[config.mk]
export PLATFORM = sky130hd
export DESIGN_NAME = ps2_packet_framer
export DESIGN_NICKNAME = d
export VERILOG_FILES = /design/src/rtl/ps2_pkg.sv /design/src/rtl/ps2_sat_counter.sv /design/src/rtl/ps2_packet_framer.sv
export SDC_FILE = /design/constraint.sdc
export NUM_CORES = 1
export LEC_CHECK = 0
export CORE_MARGIN = 1
export CORE_UTILIZATION = 54
export DETAILED_ROUTE_END_ITERATION = 6
export GPL_ROUTABILITY_DRIVEN = 0
export PLACE_DENSITY = 0.8
export REMOVE_ABC_BUFFERS = 1
export SETUP_SLACK_MARGIN = 0.02
export SYNTH_ARGS = -nofsm -noshare
export SYNTH_HDL_FRONTEND = slang
export SYNTH_SLANG_ARGS = --single-unit
export TNS_END_PERCENT = 1
[constraint.sdc]
create_clock -name clk -period 2.8 [get_ports clk]
set_clock_uncertainty 0.05 [all_clocks]
set_input_delay 0.56 -clock clk [delete_from_list [all_inputs] [get_ports clk]]
set_output_delay 0.56 -clock clk [all_outputs]
set_load 0.02 [all_outputs]
[src/rtl/ps2_pkg.sv]
// ----------------------------------------------------------------------------
// ps2_pkg
// Shared definitions for the PS/2 packet framer.
//   BYTE_W  : width of one received byte
//   state_t : framer FSM states (2-bit encoding; 2'b11 is unused and recovers
//             to S_SEARCH)
// ----------------------------------------------------------------------------
package ps2_pkg;

    localparam int BYTE_W = 8;

    typedef enum logic [1:0] {
        S_SEARCH  = 2'b00,
        S_COLLECT = 2'b01,
        S_DONE    = 2'b10
    } state_t;

endpackage

[src/rtl/ps2_sat_counter.sv]
// ----------------------------------------------------------------------------
// ps2_sat_counter
// Saturating up-counter. It holds at all-ones instead of wrapping. Clear has
// priority over increment.
//   clk      in  clock
//   rst_n    in  asynchronous active-low reset (value -> 0)
//   inc_i    in  count one event this cycle
//   clear_i  in  synchronous clear
//   value_o  out current count
// ----------------------------------------------------------------------------
module ps2_sat_counter #(
    parameter int W = 8
) (
    input  logic         clk,
    input  logic         rst_n,
    input  logic         inc_i,
    input  logic         clear_i,
    output logic [W-1:0] value_o
);

    logic [W-1:0] value_q;
    logic [W-1:0] value_d;

    always_comb begin
        value_d = value_q;
        if (clear_i) begin
            value_d = '0;
        end else if (inc_i && (value_q != {W{1'b1}})) begin
            value_d = value_q + W'(1);
        end
    end

    always_ff @(posedge clk or negedge rst_n) begin
        if (!rst_n) begin
            value_q <= '0;
        end else begin
            value_q <= value_d;
        end
    end

    assign value_o = value_q;

endmodule

[src/rtl/ps2_packet_framer.sv]
// ----------------------------------------------------------------------------
// ps2_packet_framer
// Scans a received byte stream for a sync byte (in_byte[SYNC_BIT] set). It
// assembles PKT_BYTES-byte packets and presents each finished packet on
// out_bytes together with a 1-cycle done pulse. An optional inter-byte
// timeout aborts a stalled packet. A saturating counter tallies every
// discarded byte and every aborted packet.
//
// Handshake: the input has no backpressure. A byte is consumed on every
// rising edge where in_valid=1. done is high for exactly one cycle, and
// out_bytes is valid from that cycle until the next completed packet.
//
//   clk        in   rising-edge clock
//   reset_n    in   asynchronous active-low reset
//   in_valid   in   in_byte valid this cycle
//   in_byte    in   received byte
//   done       out  1-cycle pulse, out_bytes holds a complete packet
//   out_bytes  out  last packet, first (sync) byte in the MSBs
//   busy       out  high while a packet is being collected
//   drop_cnt   out  saturating count of dropped bytes + aborted packets
// ----------------------------------------------------------------------------
module ps2_packet_framer
    import ps2_pkg::*;
#(
    parameter int PKT_BYTES = 3,
    parameter int SYNC_BIT  = 3,
    parameter int TIMEOUT   = 0,
    parameter int DROP_W    = 8
) (
    input  logic                        clk,
    input  logic                        reset_n,
    input  logic                        in_valid,
    input  logic [BYTE_W-1:0]           in_byte,
    output logic                        done,
    output logic [BYTE_W*PKT_BYTES-1:0] out_bytes,
    output logic                        busy,
    output logic [DROP_W-1:0]           drop_cnt
);

    if (PKT_BYTES < 2 || PKT_BYTES > 8) begin : g_bad_pkt_bytes
        $fatal(1, "ps2_packet_framer: PKT_BYTES must be 2..8");
    end
    if (SYNC_BIT < 0 || SYNC_BIT > 7) begin : g_bad_sync_bit
        $fatal(1, "ps2_packet_framer: SYNC_BIT must be 0..7");
    end

    localparam int PKT_W = BYTE_W * PKT_BYTES;
    localparam int IDX_W = $clog2(PKT_BYTES);
    localparam logic [IDX_W-1:0] IDX_LAST = IDX_W'(PKT_BYTES - 1);

    // The idle counter runs 0..TIMEOUT-1. An idle cycle that finds it at
    // TIMEOUT-1 is the TIMEOUT-th idle cycle, so that cycle aborts.
    localparam int TO_W = (TIMEOUT > 1) ? $clog2(TIMEOUT) : 1;
    localparam logic [TO_W-1:0] TO_LAST = (TIMEOUT > 0) ? TO_W'(TIMEOUT - 1) : '0;

    state_t           state_q, state_d;
    logic [IDX_W-1:0] idx_q, idx_d;
    logic [PKT_W-1:0] asm_q, asm_d;
    logic [PKT_W-1:0] out_q, out_d;
    logic [TO_W-1:0]  to_q, to_d;
    logic             drop_inc;

    always_comb begin
        state_d  = state_q;
        idx_d    = idx_q;
        asm_d    = asm_q;
        out_d    = out_q;
        to_d     = to_q;
        drop_inc = 1'b0;
        case (state_q)
            // S_DONE accepts bytes exactly like S_SEARCH, so a sync byte
            // arriving in the done cycle starts the next packet with no gap.
            S_SEARCH, S_DONE: begin
                if (state_q == S_DONE) begin
                    state_d = S_SEARCH;
                end
                if (in_valid) begin
                    if (in_byte[SYNC_BIT]) begin
                        asm_d[PKT_W-1 -: BYTE_W] = in_byte;
                        idx_d   = IDX_W'(1);
                        to_d    = '0;
                        state_d = S_COLLECT;
                    end else begin
                        drop_inc = 1'b1;
                    end
                end
            end
            S_COLLECT: begin
                if (in_valid) begin
                    asm_d[(PKT_BYTES - 1 - int'(idx_q)) * BYTE_W +: BYTE_W] = in_byte;
                    to_d = '0;
                    if (idx_q == IDX_LAST) begin
                        // Capture the buffer including the byte that completes it.
                        out_d   = asm_d;
                        idx_d   = '0;
                        state_d = S_DONE;
                    end else begin
                        idx_d = idx_q + IDX_W'(1);
                    end
                end else if (TIMEOUT > 0) begin
                    if (to_q == TO_LAST) begin
                        idx_d    = '0;
                        to_d     = '0;
                        drop_inc = 1'b1;
                        state_d  = S_SEARCH;
                    end else begin
                        to_d = to_q + TO_W'(1);
                    end
                end
            end
            default: begin
                idx_d   = '0;
                to_d    = '0;
                state_d = S_SEARCH;
            end
        endcase
    end

    always_ff @(posedge clk or negedge reset_n) begin
        if (!reset_n) begin
            state_q <= S_SEARCH;
            idx_q   <= '0;
            asm_q   <= '0;
            out_q   <= '0;
            to_q    <= '0;
        end else begin
            state_q <= state_d;
            idx_q   <= idx_d;
            asm_q   <= asm_d;
            out_q   <= out_d;
            to_q    <= to_d;
        end
    end

    ps2_sat_counter #(
        .W (DROP_W)
    ) u_drop_cnt (
        .clk     (clk),
        .rst_n   (reset_n),
        .inc_i   (drop_inc),
        .clear_i (1'b0),
        .value_o (drop_cnt)
    );

    assign done      = (state_q == S_DONE);
    assign busy      = (state_q == S_COLLECT);
    assign out_bytes = out_q;

endmodule

Word level (Yosys, flattened, before mapping)
Index checks and enable logic that the tools add are counted.

word-level totals
  bits in registers = 60
  input port bits = 11

operators by class
  add/subtract/negate cells = 4
  equality and inequality tests = 8
  shifts and indexed selects = 2
  mux-type cells = 19
  reductions and logical operators = 9

operators with widths
  operator                                                count
  negator 6 -> 33 bit                                     1
  variable shift 8 x 33 -> 24 bit (first input constant)  1
  indexed part select 8 x 33 -> 24 bit                    1
  bitwise mux 24 bit                                      1
  2-to-1 mux 24 bit                                       1
  2-to-1 mux 2 bit                                        9
  2-to-1 mux 8 bit                                        2
  one-hot mux 8 bit (2 select lines)                      1
  adder 8 x 1 -> 8 bit (second input constant)            1
  inequality test 8 bit (second input constant)           1
  one-hot mux 2 bit (2 select lines)                      2
  inequality test 2 bit (second input constant)           3
  AND reduction 3 bit                                     2
  equality test 2 bit (second input constant)             2
  AND reduction 2 bit                                     2
  AND reduction 4 bit                                     1
  2-to-1 mux 1 bit                                        3
  subtractor 2 x 2 -> 3 bit (first input constant)        1
  adder 2 x 1 -> 2 bit (second input constant)            1
  equality test 2 x 1 -> 1 bit (second input constant)    1
  zero test 2 bit                                         1
  inequality test 2 x 1 -> 1 bit (second input constant)  1
  nonzero test 2 bit                                      1
  OR reduction 2 bit                                      1
  logical AND 1 bit                                       1

Logic depth before layout (Yosys ltp)
  word-level depth = 6
  mapped depth = 8

By module
From an unflattened synthesis, not the netlist that was laid out.

unflattened totals
  cells, all modules = 278
  area, all modules = 2905.3 um2

modules (own cells, without submodules)
  module             instances  cells an instance  area each (um2)
  ps2_packet_framer  1          229                2441.1
  ps2_sat_counter    1          49                 464.2

Least setup slack after synthesis
OpenSTA, ideal clock, no wires.

  path kind = register -> register
  start point = register idx_q[0]
  end point = register asm_q[3]
  setup time = 0.121 ns
  data arrival time = 1.785 ns
  required time = 2.629 ns
  slack = 0.844 ns
  cell stages (with the launch flop) = 9
  path buffers = 2
  period minus slack after synthesis = 1.956 ns
  cell sequence = dfrtp_1 > inv_1 > ha_1 > xor2_2 > and4_1 > buf_6 > and2_4 > buf_6 > a22o_2

between the ends
  word-level cells in the longest chain between the ends = 4
  elaborated cells between the ends (all ways) = 5

ends and longest elaborated chain
  what                                                                                            RTL line                  source
  start: declaration                                                                              ps2_packet_framer.sv:57   logic [IDX_W-1:0] idx_q, idx_d;
  start signal: assignment                                                                        ps2_packet_framer.sv:128  idx_q <= idx_d;
  subtractor 2 x 2 -> 3 bit *                                                                     ps2_packet_framer.sv:90   asm_d[(PKT_BYTES - 1 - int'(idx_q)) * BYTE_W +: BYTE_W] = in_byte;
  negator 6 -> 33 bit *                                                                           ps2_packet_framer.sv:90
  indexed part select 8 x 33 -> 24 bit / variable shift 8 x 33 -> 24 bit (equally long branches)  ps2_packet_framer.sv:90
  bitwise mux 24 bit *                                                                            ps2_packet_framer.sv:90
  end signal: assignment                                                                          ps2_packet_framer.sv:129  asm_q <= asm_d;
  end: declaration                                                                                ps2_packet_framer.sv:58   logic [PKT_W-1:0] asm_q, asm_d;

Mark *: on every way between the ends. The rest lies on a longest branch, timed or not.
A chain may end at the register's enable or synchronous reset.

Final worst setup path
  start point = register state_q[1]
  end point = output port busy

between the ends
  word-level cells in the longest chain between the ends = 1

ends and longest elaborated chain
  what                          RTL line                  source
  start: declaration            ps2_packet_framer.sv:56   state_t state_q, state_d;
  start signal: assignment      ps2_packet_framer.sv:127  state_q <= state_d;
  equality test 2 x 1 -> 1 bit  ps2_packet_framer.sv:146  assign busy = (state_q == S_COLLECT);
  end: declaration              ps2_packet_framer.sv:36   output logic busy,

Every way passes these cells.

==> reports/qor_table.md <==
| Result | This run |
|---|---|
| Post-synthesis cell count | 296 |
| First DRT Iteration DRCs | 163 |
| Level count of the clock H-tree | 3 |
| Site Rows | 26 |
| Area grow syn2layout | 23.3% |
| Crit Path Max Fanout | 8 |
| Critical path required time | 2190 ps |
| Proportion of power drawn by combinational gates | 44.4% |
| Fmax | 407 MHz |
| Number of buffers added for setup after CTS | 0 |
| Max IR drop VDD | 0.000711 V |
| Flip-flop and latch count after synthesis | 60 |
| Netlist area before placement | 2970 um^2 |
| Path type of the worst min-delay path | in -> async |
| Bufs on Longest Clock Path | 2 |
| Starting density of the core | 57.0% |
| All-Layer GR Usage | 25.2% |
| Post-DR vias/cell | 5.73 |
| Insertion delay to the later sink of the worst-skew pair | 340 ps |
| Estimated wirelength of the detail-placed design | 4460 um |
| CTS root buffer | sky130_fd_sc_hd__clkbuf_8 |
| Syn. warnings | 0 |
| Result of the run | finished, final reports clean |
| Count of cell types in the netlist | 35 |
| Part of the cycle the worst path needs | 87.7% |
| Number of max-slew violations in the final report | 0 |
| CTS buffer count | 9 |
| Fin nets | 361 |
| Reg2reg setup slack | 690 ps |
| Power density normalized to cell area | 1140 nW/um^2 |
| Die Area | 5800 um^2 |
| Reg power frac | 35.3% |
| Critical path buffer and inverter count | 2 |
| Final wirelength | 6660 um |
| Critical path launch point type | register |
| Layout cells sized above 1 | 10.9% |
| Final routed DRC violation total | 0 |
| Sort of element at the end of the critical path | output pin |
| Number of global-route vias before repair | 2293 |
| Global-route wire length before repair | 11300 um |
| Max-Slew Margin vs Limit | 55.9% |
| Worst hold margin | 202 ps |
| Cell-by-cell listing of the critical path | nand2b_1, inv_1, clkdlybuf4s50_1 |
| Count of vias placed by the detailed router | 2396 |
| Hold-fix buffer count after cts | 0 |
| Switching power of the nets | 1.56 mW |
| Die X-Extent | 76.2 um |
| Internal Dissipation | 2.63 mW |
| Core area | 5200 um^2 |
| Total number of clock tree sinks | 60 |
| Residual overflow from global routing | 0 |
| Power share of the clock group | 20.2% |
| Register area share after synthesis | 50.6% |
| Number of port buffers | 44 |
| Final hold viol count | 0 |
| Clock transition at the register clock pins on the worst setup and hold paths after CTS | 70 ps |
| Slack of the critical path | 344 ps |
| Number of max-cap violations | 0 |
| CTS tree | built |
| LEAKAGE | 1.57 nW |
| # placed instances | 402 |
| Initial antenna violation count | 0 |
| Vertical die dimension | 76.2 um |
| Number of standard cells in the final layout excluding fillers | 418 |
| I/O Pins | 45 |
| Average routed wire per standard cell | 15.9 um |
| Critical path's largest stage delay | 610 ps |
| Mean area per synthesized cell | 10.0 um^2 |
| Slew @ Worst Pin | 661 ps |
| Min Clock Period, post-route | 2460 ps |
| Switching share of power | 37.2% |
| Worst Path Arrival | 1850 ps |
| Kind of cell adding the most delay to the critical path | buffers and inverters |
| Number of antenna-violating nets in the routed design | 0 |
| Maximum number of pins on one net before global-route repair | 31 |
| Setup total negative slack | 0 ps |
| Setup violations, final | 0 |
| Critical path class | reg -> out |
| N_diodes | 0 |
| First-pass iteration count of the detailed router | 4 |
| Critical Path Slowest Stage Cell | sky130_fd_sc_hd__clkdlybuf4s50_1 |
| Count of instances resized after the clock tree is built | 0 |
| Placement-stage worst setup slack | 441 ps |
| RSZ-0062 raised after global routing | false |
cells by family (layout without fill, tap and decap cells):
group	count (synthesis)	in the layout	synth area share [%]
AOI/OAI and AO/OA	106	106	22.6
xor gates and xnor gates	4	4	1.43
adders and majority gates	7	7	2.95
buffers and inverters	20	72	4.17
DFF	60	60	50.6
muxes	3	3	1.14
and+or+nand+nor	96	96	17.2
registers in the layout, indices dropped and copies added (netlist names):
register            cells
asm_q                  24
idx_q                   2
out_bytes              24
state_q                 2
u_drop_cnt.value_o      8
per-stage QoR:
stage          power (mW)  instance area (um^2)  util, %
6_report             4.19                  3660     70.3
5_1_grt              4.47                  3660     70.3
4_1_cts              4.20                  3660     70.3
3_5_place_dp         3.34                  3440     66.2
3_3_place_gp         3.28                  3440     66.2
2_1_floorplan        2.61                  2860        -
cell usage after synthesis:
| library cell | n | area (um^2) |
|---|---|---|
| sky130_fd_sc_hd__a21boi_1 | 1 | 7.51 |
| sky130_fd_sc_hd__a21oi_1 | 45 | 225 |
| sky130_fd_sc_hd__a22o_1 | 9 | 78.8 |
| sky130_fd_sc_hd__a22o_2 | 7 | 70.1 |
| sky130_fd_sc_hd__a31oi_1 | 10 | 62.6 |
| sky130_fd_sc_hd__and2_1 | 1 | 6.26 |
| sky130_fd_sc_hd__and2_4 | 1 | 8.76 |
| sky130_fd_sc_hd__and3_1 | 2 | 12.5 |
| sky130_fd_sc_hd__and3b_1 | 1 | 8.76 |
| sky130_fd_sc_hd__and4_1 | 1 | 8.76 |
| sky130_fd_sc_hd__buf_2 | 6 | 30.0 |
| sky130_fd_sc_hd__buf_4 | 1 | 7.51 |
| sky130_fd_sc_hd__buf_6 | 5 | 56.3 |
| sky130_fd_sc_hd__clkbuf_1 | 4 | 15.0 |
| sky130_fd_sc_hd__dfrtp_1 | 60 | 1500 |
| sky130_fd_sc_hd__ha_1 | 7 | 87.6 |
| sky130_fd_sc_hd__inv_1 | 4 | 15.0 |
| sky130_fd_sc_hd__mux2_2 | 3 | 33.8 |
| sky130_fd_sc_hd__nand2_1 | 19 | 71.3 |
| sky130_fd_sc_hd__nand2b_1 | 16 | 100 |
| sky130_fd_sc_hd__nand3_1 | 4 | 20.0 |
| sky130_fd_sc_hd__nand4_1 | 1 | 6.26 |
| sky130_fd_sc_hd__nor2_1 | 26 | 97.6 |
| sky130_fd_sc_hd__nor2b_1 | 20 | 125 |
| sky130_fd_sc_hd__nor3_1 | 1 | 5.00 |
| sky130_fd_sc_hd__nor3_4 | 1 | 16.3 |
| sky130_fd_sc_hd__nor3b_1 | 1 | 7.51 |
| sky130_fd_sc_hd__nor4b_2 | 1 | 15.0 |
| sky130_fd_sc_hd__o21a_1 | 7 | 52.6 |
| sky130_fd_sc_hd__o21ai_0 | 11 | 55.1 |
| sky130_fd_sc_hd__o21bai_1 | 1 | 7.51 |
| sky130_fd_sc_hd__o22a_1 | 7 | 61.3 |
| sky130_fd_sc_hd__o22ai_1 | 8 | 50.1 |
| sky130_fd_sc_hd__xnor2_1 | 3 | 26.3 |
| sky130_fd_sc_hd__xor2_2 | 1 | 16.3 |
worst paths after layout:
path / from / endpoint / cells after the start
max in group asynchronous: reset_n / u_drop_cnt.value_o[2] / 2
hold reg to reg: asm_q[8] / asm_q[8] / 1
hold / removal: reset_n / asm_q[6] / 1
setup / recovery: state_q[1] / busy / 3
min in group clk: asm_q[8] / asm_q[8] / 1
setup reg to reg: idx_q[0] / asm_q[7] / 6
worst reg2reg max path: cells and delay by family, from the launching register on:
kind | cells | cell delay (ps)
buf+inv | 1 | 150
flops | 1 | 450
simple gates | 2 | 600
compound gates | 1 | 200
fa+ha+maj | 1 | 280
xor+xnor | 1 | 300
placed cells by master, fill, tap and decap left out, types with 8 or more instances in the layout:
cell                               n
sky130_fd_sc_hd__o21ai_0          11
sky130_fd_sc_hd__clkbuf_8         10
sky130_fd_sc_hd__buf_4             8
sky130_fd_sc_hd__a22o_1            9
sky130_fd_sc_hd__dfrtp_1          60
sky130_fd_sc_hd__a21oi_1          45
sky130_fd_sc_hd__nor2_1           26
sky130_fd_sc_hd__a31oi_1          10
sky130_fd_sc_hd__o22ai_1           8
sky130_fd_sc_hd__nand2_1          19
sky130_fd_sc_hd__nor2b_1          20
sky130_fd_sc_hd__clkdlybuf4s50_1  43
sky130_fd_sc_hd__nand2b_1         16
power groups by stage:
stage,combinational (mW),sequential (mW),clock (mW)
floorplan,0.883,1.72,0
global placement,1.81,1.47,0
detailed placement,1.84,1.49,0
CTS,1.86,1.48,0.864
global route,2.03,1.53,0.909
finish,1.86,1.48,0.847
per-layer routing:
metal / GRT usage [%] / wire (um) / vias to the layer above
met3: 4.79 / 317 / 14
met4: 11.9 / 136 / 0
met5: 0 / 0 / -
met1: 33.3 / 3010 / 1162
met2: 40.4 / 3200 / 71
li1: - / - / 1149
cell type report:
type,instances,area [um^2]
inverter,4,15.0
tap,70,87.6
timing repair buffer,52,495
multi-input combinational,216,1340
sequential,60,1500
clock inverter,5,75.1
clock buffer,11,141
fill,412,1550
Power figures use the tool's default switching activity.
